### config.mk
export PLATFORM = sky130hd
export DESIGN_NAME = mmio_periph_ctrl
export DESIGN_NICKNAME = d
export VERILOG_FILES = /design/src/rtl/mmio_periph_ctrl.sv
export SDC_FILE = /design/constraint.sdc
export NUM_CORES = 1
export LEC_CHECK = 0
export CELL_PAD_IN_SITES_DETAIL_PLACEMENT = 1
export CELL_PAD_IN_SITES_GLOBAL_PLACEMENT = 2
export CORE_MARGIN = 2
export CORE_UTILIZATION = 46
export DETAILED_ROUTE_END_ITERATION = 10
export PLACE_DENSITY = 0.84
export SYNTH_ARGS = -nofsm -noshare
export SYNTH_HDL_FRONTEND = slang
export SYNTH_SLANG_ARGS = --single-unit
### constraint.sdc
create_clock -name clk -period 4.15 [get_ports clk]
set_input_delay 0.415 -clock clk [delete_from_list [all_inputs] [get_ports clk]]
set_output_delay 0.415 -clock clk [all_outputs]
set_load 0.01 [all_outputs]
### src/rtl/mmio_periph_ctrl.sv
// MMIO peripheral controller: ID, GPO, synchronised GPI with edge capture,
// UART TX/RX byte FIFOs, status and a level interrupt.
module mmio_periph_ctrl #(
  parameter int          WL         = 32,
  parameter int          ADDR_WL    = 4,
  parameter int          N_GPI      = 8,
  parameter int          N_GPO      = 8,
  parameter int          FIFO_DEPTH = 16,
  parameter logic [31:0] ID_VALUE   = 32'hA7C0_0001
) (
  input  logic               clk,
  input  logic               reset,
  input  logic               cmd_valid,
  input  logic               cmd_wr,
  input  logic [ADDR_WL+1:0] cmd_addr,
  input  logic [WL-1:0]      cmd_wdata,
  output logic               rsp_valid,
  output logic [WL-1:0]      rsp_data,
  output logic               rsp_error,
  input  logic [N_GPI-1:0]   gpi,
  output logic [N_GPO-1:0]   gpo,
  input  logic               uart_tx_rdy,
  output logic               uart_tx_vld,
  output logic [7:0]         uart_tx_data,
  input  logic               uart_rx_valid,
  input  logic [7:0]         uart_rx_data,
  output logic               irq
);

  localparam int AW = $clog2(FIFO_DEPTH);
  localparam int CW = AW + 1;
  typedef logic [CW-1:0] cnt_t;
  typedef logic [AW-1:0] ptr_t;
  localparam cnt_t FULL = cnt_t'(FIFO_DEPTH);

  logic [ADDR_WL-1:0] idx;
  logic rd_cmd, wr_cmd;
  logic sel_id, sel_gpo, sel_gpi, sel_edge;
  logic sel_ien, sel_tx, sel_rx, sel_st;

  assign idx      = cmd_addr[ADDR_WL+1:2];
  assign rd_cmd   = cmd_valid & ~cmd_wr;
  assign wr_cmd   = cmd_valid & cmd_wr;
  assign sel_id   = idx == ADDR_WL'(0);
  assign sel_gpo  = idx == ADDR_WL'(1);
  assign sel_gpi  = idx == ADDR_WL'(2);
  assign sel_edge = idx == ADDR_WL'(3);
  assign sel_ien  = idx == ADDR_WL'(4);
  assign sel_tx   = idx == ADDR_WL'(5);
  assign sel_rx   = idx == ADDR_WL'(6);
  assign sel_st   = idx == ADDR_WL'(7);

  logic unused_ok;
  assign unused_ok = ^{cmd_addr[1:0], cmd_wdata};

  logic [N_GPI-1:0] gpi_s1, gpi_s2, gpi_d;
  logic [N_GPI-1:0] gpi_edge, edge_clr, edge_n;
  logic [3:0]       irq_en;

  assign edge_clr = (wr_cmd && sel_edge) ? cmd_wdata[N_GPI-1:0] : '0;
  assign edge_n   = (gpi_edge & ~edge_clr) | (gpi_s2 & ~gpi_d);

  logic [7:0] tx_mem [FIFO_DEPTH];
  logic [7:0] rx_mem [FIFO_DEPTH];
  ptr_t tx_wp, tx_rp, rx_wp, rx_rp;
  cnt_t tx_cnt, rx_cnt;
  logic tx_full, tx_empty, rx_full, rx_empty;
  logic tx_push, tx_pop, tx_drop;
  logic rx_push, rx_pop, rx_drop;
  logic tx_ovf, rx_ovf, st_rd;

  assign tx_full  = tx_cnt == FULL;
  assign tx_empty = tx_cnt == '0;
  assign rx_full  = rx_cnt == FULL;
  assign rx_empty = rx_cnt == '0;

  assign tx_push = wr_cmd & sel_tx & ~tx_full;
  assign tx_drop = wr_cmd & sel_tx & tx_full;
  assign tx_pop  = ~tx_empty & uart_tx_rdy & ~uart_tx_vld;
  assign rx_push = uart_rx_valid & ~rx_full;
  assign rx_drop = uart_rx_valid & rx_full;
  assign rx_pop  = rd_cmd & sel_rx & ~rx_empty;
  assign st_rd   = rd_cmd & sel_st;

  logic [WL-1:0] rd_data;
  logic          rd_err;

  always_comb begin
    rd_data = '0;
    rd_err  = 1'b0;
    unique case (1'b1)
      sel_id:   rd_data = WL'(ID_VALUE);
      sel_gpo:  rd_data = WL'(gpo);
      sel_gpi:  rd_data = WL'(gpi_s2);
      sel_edge: rd_data = WL'(gpi_edge);
      sel_ien:  rd_data = WL'(irq_en);
      sel_rx: begin
        if (!rx_empty) begin
          rd_data[WL-1] = 1'b1;
          rd_data[7:0]  = rx_mem[rx_rp];
        end
      end
      sel_st:
        rd_data = WL'({rx_ovf, tx_ovf, rx_empty, tx_full,
                       8'(rx_cnt), 8'(tx_cnt)});
      default:  rd_err = 1'b1;
    endcase
  end

  logic [3:0] irq_src;
  assign irq_src = {tx_ovf | rx_ovf, |gpi_edge, tx_empty, ~rx_empty};

  // Storage arrays carry no reset; the pointers/counts define validity.
  always_ff @(posedge clk) begin
    if (tx_push) tx_mem[tx_wp] <= cmd_wdata[7:0];
    if (rx_push) rx_mem[rx_wp] <= uart_rx_data;
  end

  always_ff @(posedge clk) begin
    if (reset) begin
      gpi_s1       <= '0;
      gpi_s2       <= '0;
      gpi_d        <= '0;
      gpi_edge     <= '0;
      gpo          <= '0;
      irq_en       <= '0;
      tx_wp        <= '0;
      tx_rp        <= '0;
      tx_cnt       <= '0;
      rx_wp        <= '0;
      rx_rp        <= '0;
      rx_cnt       <= '0;
      tx_ovf       <= 1'b0;
      rx_ovf       <= 1'b0;
      rsp_valid    <= 1'b0;
      rsp_data     <= '0;
      rsp_error    <= 1'b0;
      uart_tx_vld  <= 1'b0;
      uart_tx_data <= '0;
      irq          <= 1'b0;
    end else begin
      gpi_s1   <= gpi;
      gpi_s2   <= gpi_s1;
      gpi_d    <= gpi_s2;
      gpi_edge <= edge_n;
      if (wr_cmd && sel_gpo) gpo    <= cmd_wdata[N_GPO-1:0];
      if (wr_cmd && sel_ien) irq_en <= cmd_wdata[3:0];
      if (tx_push) tx_wp <= tx_wp + AW'(1);
      if (tx_pop)  tx_rp <= tx_rp + AW'(1);
      if (rx_push) rx_wp <= rx_wp + AW'(1);
      if (rx_pop)  rx_rp <= rx_rp + AW'(1);
      tx_cnt <= tx_cnt + cnt_t'(tx_push) - cnt_t'(tx_pop);
      rx_cnt <= rx_cnt + cnt_t'(rx_push) - cnt_t'(rx_pop);
      // A fresh overflow beats the clear-on-read of STATUS.
      tx_ovf <= tx_drop | (tx_ovf & ~st_rd);
      rx_ovf <= rx_drop | (rx_ovf & ~st_rd);
      rsp_valid   <= rd_cmd;
      rsp_data    <= rd_cmd ? rd_data : '0;
      rsp_error   <= rd_cmd & rd_err;
      uart_tx_vld <= tx_pop;
      if (tx_pop) uart_tx_data <= tx_mem[tx_rp];
      irq <= |(irq_en & irq_src);
    end
  end

endmodule

### Yosys cells after proc, flatten, opt, wreduce, memory -nomap -nowiden

Memories as Yosys holds them, arrays and structs flattened. A register that Yosys moved wholly into a read port is not among the register bits.
Cells that the tools add are included.

| word-level totals | value |
|---|---|
| bits in registers | 108 |
| memory bits (writable) | 256 |
| input bits | 60 |
| output and inout bits | 52 |
| logic and storage cells | 93 |
| memories | 2 |

| cells by class | value |
|---|---|
| add/sub/neg operators | 8 |
| equal/unequal tests | 9 |
| muxes and demuxes | 13 |
| bitwise logic cells | 32 |
| reductions and logical operators | 10 |

Memory list:

| memory | words | bits a word | rd ports | clocked after Yosys merged registers in | write ports | line | RTL |
|---|---|---|---|---|---|---|---|
| rx_mem | 16 | 8 | 1 | 1 | 1 | 64 | `logic [7:0] rx_mem [FIFO_DEPTH];` |
| tx_mem | 16 | 8 | 1 | 1 | 1 | 63 | `logic [7:0] tx_mem [FIFO_DEPTH];` |

Operators with widths:

| kind | number |
|---|---|
| $pmux W8 S7 | 1 |
| $pmux W22 S2 | 1 |
| $add A4 B1 Y4 const B | 4 |
| $and A8 B8 Y8 | 2 |
| $eq A4 B3 Y1 const B | 4 |
| $mux W8 | 2 |
| $not A8 Y8 | 2 |
| $and A1 B1 Y1 | 15 |
| $add A5 B1 Y5 | 2 |
| $eq A5 B5 Y1 const B | 2 |
| $logic_not A5 Y1 | 2 |
| $sub A5 B1 Y5 | 2 |
| $eq A4 B2 Y1 const B | 2 |
| $mux W4 | 2 |
| $not A1 Y1 | 8 |
| $or A8 B8 Y8 | 1 |
| $reduce_or A8 Y1 | 1 |
| $reduce_or A7 Y1 | 1 |
| $mux W1 | 6 |
| $and A4 B4 Y4 | 1 |
| $eq A4 B1 Y1 const B | 1 |
| $logic_not A4 Y1 | 1 |
| $reduce_or A4 Y1 | 1 |
| $logic_and A1 B1 Y1 | 3 |
| 3 further kinds | 5 |

### Longest topological paths before layout

| logic depth | value |
|---|---|
| depth in word-level cells | 6 |
| mapped depth | 15 |
| mapped depth without buffers | 14 |

### Least setup slack after synthesis

Ideal clock, no wire load.

| path | value |
|---|---|
| path type | input to register |
| start | input cmd_addr[3] |
| end | register tx_cnt[4] |
| library setup time | 131 ps |
| arrival time | 2671 ps |
| data required time | 4019 ps |
| path slack | 1347 ps |
| stages | 14 |
| buffers on the path | 2 |
| path through | clkbuf_1 > and4b_1 > and3_1 > clkbuf_1 > inv_1 > ha_1 > inv_1 > ha_1 > inv_1 > fa_1 > nor2b_1 > o21bai_1 > a21oi_1 > nor3b_1 |

| on the way | value |
|---|---|
| cells in the longest elaborated chain, start to end | 5 |

RTL lines:

| element | line | RTL |
|---|---|---|
| from (decl) | 15 | `input logic [ADDR_WL+1:0] cmd_addr,` |
| $eq A4 B3 Y1 | 49 | `assign sel_tx = idx == ADDR_WL'(5);` |
| $and A1 B1 Y1 (2 in a row) | 77 | `assign tx_push = wr_cmd & sel_tx & ~tx_full;` |
| $add A5 B1 Y5 | 152 | `tx_cnt <= tx_cnt + cnt_t'(tx_push) - cnt_t'(tx_pop);` |
| $sub A5 B1 Y5 | 152 |  |
| to (signal assigned) | 152 |  |
| to (decl) | 66 | `cnt_t tx_cnt, rx_cnt;` |

No other way between the ends.
A chain may end at the register's enable or synchronous reset.

### Worst setup path after layout

| path | value |
|---|---|
| start | register tx_cnt[3] |
| end | register tx_cnt[4] |

| on the way | value |
|---|---|
| cells in the longest elaborated chain, start to end | 5 |
| elaborated cells between the ends (all ways) | 9 |
| those cells by class | 2 x add/sub; 1 x eq/ne; 5 x bitwise; 1 x reduce/logical |

RTL lines:

| element | line | RTL |
|---|---|---|
| $logic_not A5 Y1 | 73 | `assign tx_empty = tx_cnt == '0;` |
| $not A1 Y1 | 79 | `assign tx_pop = ~tx_empty & uart_tx_rdy & ~uart_tx_vld;` |
| $and A1 B1 Y1 (2 in a row) | 79 |  |
| net tx_pop | 68 | `logic tx_push, tx_pop, tx_drop;` |
| $sub A5 B1 Y5 | 152 |  |

The timed path passes the listed nets, and every way through them passes these cells.

==> flow_metrics.py <==
metrics = {
    "worst_setup_path": {
        "worstPathArrival_ns": 3.91,
        "path_cells": "inv_1 -> ha_1 -> or4b_1 -> nand2_1 -> inv_1 -> ha_1 -> inv_1 -> ha_1 -> inv_1 -> fa_1 -> nor2b_1 -> o21bai_1 -> a21oi_1 -> nor3b_1",
        "crit_fanout": 12,
        "critPathTopFamily": "simple AND/OR/NAND/NOR gates",
        "crit_slowest_cell": "or4b_1",
        "cpPeakStageDelay_ns": 0.59,
        "cp_common_cell": "inv_1",
        "cp-start-kind": "flop",
        "worstSetupPathType": "reg2reg",
        "path_buf_inv": 4,
        "r2r_start": "tx_cnt[3]",
        "critical_path_required_ns": 4.54,
        "worstSetupStartpoint": "tx_cnt[3]",
        "setup.worst_path.end_class": "flop",
        "rrSetupSlack_ns": 0.63,
    },
    "logic_synthesis": {
        "synth-warning-count": 0,
        "synth_top_area_cell": "edfxtp_1",
        "netlist_instances": 894,
        "ys_types": 54,
        "yosysSeqAreaShare_pct": 68.8,
        "synth_top_area_share_pct": 53.8,
        "ys_top_cells_by_area": "edfxtp_1, dfxtp_1, mux4_2",
        "async_reset_ff_share_pct": 0,
        "synth-main-ff-cell": "edfxtp_1",
        "synth.avg_cell_area_um2": 16.0,
        "yosys-top-cells-count": "edfxtp_1, dfxtp_1, nor2_1",
        "yosysMostFrequentCell": "edfxtp_1",
        "synth_edf_count": 256,
        "syn-cell-area_um2": 14300,
        "ys_seq_elements": 363,
    },
    "pwr": {
        "power.share.clock_pct": 39.6,
        "finalPower_mw": 8.53,
        "p_comb_share_pct": 11.9,
        "p_sw_mw": 2.05,
        "power.share.switching_pct": 24.1,
        "seqPwrFrac_pct": 48.5,
        "powerDensity_nw_per_um2": 510,
        "leakage_nw": 5.65,
        "ir_drop_v": 0.000369,
        "p_int_mw": 6.48,
    },
    "hold_path": {
        "hp-class": "in2reg",
        "holdCritStartpoint": "reset",
    },
    "floorplanning": {
        "die_w_um": 180,
        "core_area_um2": 30600,
        "num_io_pins": 112,
        "rows": 64,
        "start_util_pct": 46.7,
        "die-area_um2": 32500,
        "die-height_um": 180,
    },
    "route": {
        "ant_nets": 0,
        "drc_errors": 0,
        "drt-initial-drc-count": 701,
        "viasPerCell": 5.50,
        "dr.pass1.iters": 6,
        "wirelength_um": 32500,
        "avgRoutedWirePerCell_um": 23.0,
        "vias": 7770,
    },
    "timing": {
        "fmax_ghz": 0.284,
        "fin_tns_setup_ns": 0,
        "timing.hold.ws_ns": 0.197,
        "rsz0062_at_grt": "false",
        "finalHoldViolCount": 0,
        "fin_crit_sh_pct": 84.8,
        "fin_ws_ns": 0.632,
        "slew_violations": 0,
        "skew_ns": 0.0232,
        "fin_crit_ns": 3.52,
        "maxSlewHeadroom_pct": 26.9,
        "setup_violations": 0,
        "worst_pin_slew_ns": 1.09,
    },
    "clocking": {
        "cts_max_path_buffers": 3,
        "clockRootBuffer": "clkbuf_16",
        "clk_pin_slew_ns": 0.06,
        "h-tree-depth": 2,
        "postCtsHoldBufs": 0,
        "clock-sinks": 363,
        "cts_made_buffers": 39,
        "post_cts_buffers": 0,
        "clk_latency_ns": 0.54,
        "cts_tree": "done",
        "cts_resized": 0,
    },
    "grt": {
        "grt_max_degree": 85,
        "first_global_vias": 8293,
        "antenna_found_initial": 1,
        "grt_usage_pct": 20.3,
        "grt_pass1_wl_um": 50400,
        "grt_overflow_total": 0,
    },
    "place": {
        "portBuffers": 77,
        "dp_cells": 1343,
        "pre_cts_ws_ns": 0.705,
        "dp_hpwl_um": 21400,
        "globalplace.congestion": 0.761,
    },
    "run": {
        "max_cap_viol_count": 0,
    },
    "final_layout": {
        "drive_gt1_share_pct": 15.9,
        "fin_cells": 1413,
        "nNetsFinal": 1071,
        "diodes": 0,
        "syn2layout_area_growth_pct": 17.2,
    },
    "outcome": {
        "status": "complete, no violations",
    },
}
-- cells in the final DEF, fill, tap and decap left out, types with 12 or more instances in the layout --
cell type	n
nand3_1	16
mux4_2	64
mux2i_1	41
a21oi_1	19
ha_1	21
nand2b_1	12
clkbuf_1	15
edfxtp_1	256
clkbuf_16	41
clkdlybuf4s50_1	76
inv_1	30
nor2b_1	36
mux2_2	12
nor3_1	21
buf_4	24
nor2_1	74
o21ai_0	12
nand2_1	20
dfxtp_1	104
-- per-stage QoR --
step	instance area, um2	util [%]
floorplan	14300	-
global placement	15500	50.6
detailed placement	15500	50.6
CTS	16700	54.7
global route	16700	54.7
finish	16700	54.7
-- flip-flops by register name, summed over array words and instances, names as in the netlist, named ones only --
signal        flops
rx_mem          128
tx_mem          128
rsp_data         19
gpi_d             8
gpi_edge          8
gpi_s1            8
gpi_s2            8
gpo               8
uart_tx_data      8
rx_cnt            5
tx_cnt            5
irq_en            4
rx_rp             4
rx_wp             4
tx_rp             4
tx_wp             4
irq               1
rsp_error         1
rsp_valid         1
rx_ovf            1
tx_ovf            1
uart_tx_vld       1
-- power groups by stage --
stage               sequential [mW]  clock (mW)  combinational (mW)
finish                         4.13        3.38                1.02
CTS                            4.14        3.46                1.04
global placement               4.20           0               0.992
global route                   4.15        3.58                1.13
detailed placement             4.21           0                1.03
floorplan                      4.15           0               0.702
-- kinds of logic (layout without fill, tap and decap cells) --
| family | Yosys count | count (layout) | synth area share [%] |
|---|---|---|---|
| fa+ha+maj | 23 | 23 | 2.12 |
| simple gates | 218 | 218 | 7.97 |
| other cells | 1 | 8 | 0.0263 |
| mux | 117 | 117 | 13.9 |
| buf+inv | 86 | 202 | 2.79 |
| xor+xnor | 18 | 18 | 1.10 |
| compound gates | 68 | 68 | 3.27 |
| flops | 363 | 363 | 68.8 |
-- worst register-to-register path, delay by kind of cell, from the launching register on --
family                     cells  cell delay (ns)
AOI/OAI and AO/OA              2             0.29
DFF                            1             0.34
and+or+nand+nor                4             1.23
buffers and inverters          4             0.42
adders and majority gates      4             1.08
-- routing by layer --
| layer | vias up | wire (um) | GRT usage, % |
|---|---|---|---|
| li1 | 3549 | - | - |
| met1 | 3954 | 13900 | 27.2 |
| met5 | - | 0 | 0 |
| met3 | 46 | 1550 | 3.15 |
| met2 | 221 | 16400 | 34.5 |
| met4 | 0 | 734 | 5.90 |
-- path summary, 6_finish.rpt --
kind | to | depth (start not counted)
max | tx_cnt[4] | 14
min | rsp_error | 3
max reg2reg | tx_cnt[4] | 14
min reg2reg | gpi_s2[1] | 1
-- layout make-up --
type,count,area (um2)
Clock buffer,61,1150
Clock inverter,9,113
Fill cell,2876,13900
Inverter,31,116
Multi-Input combinational cell,452,4080
Sequential cell,363,9830
Tap cell,396,495
Timing Repair Buffer,101,946
(Power assumes the default switching activity.)
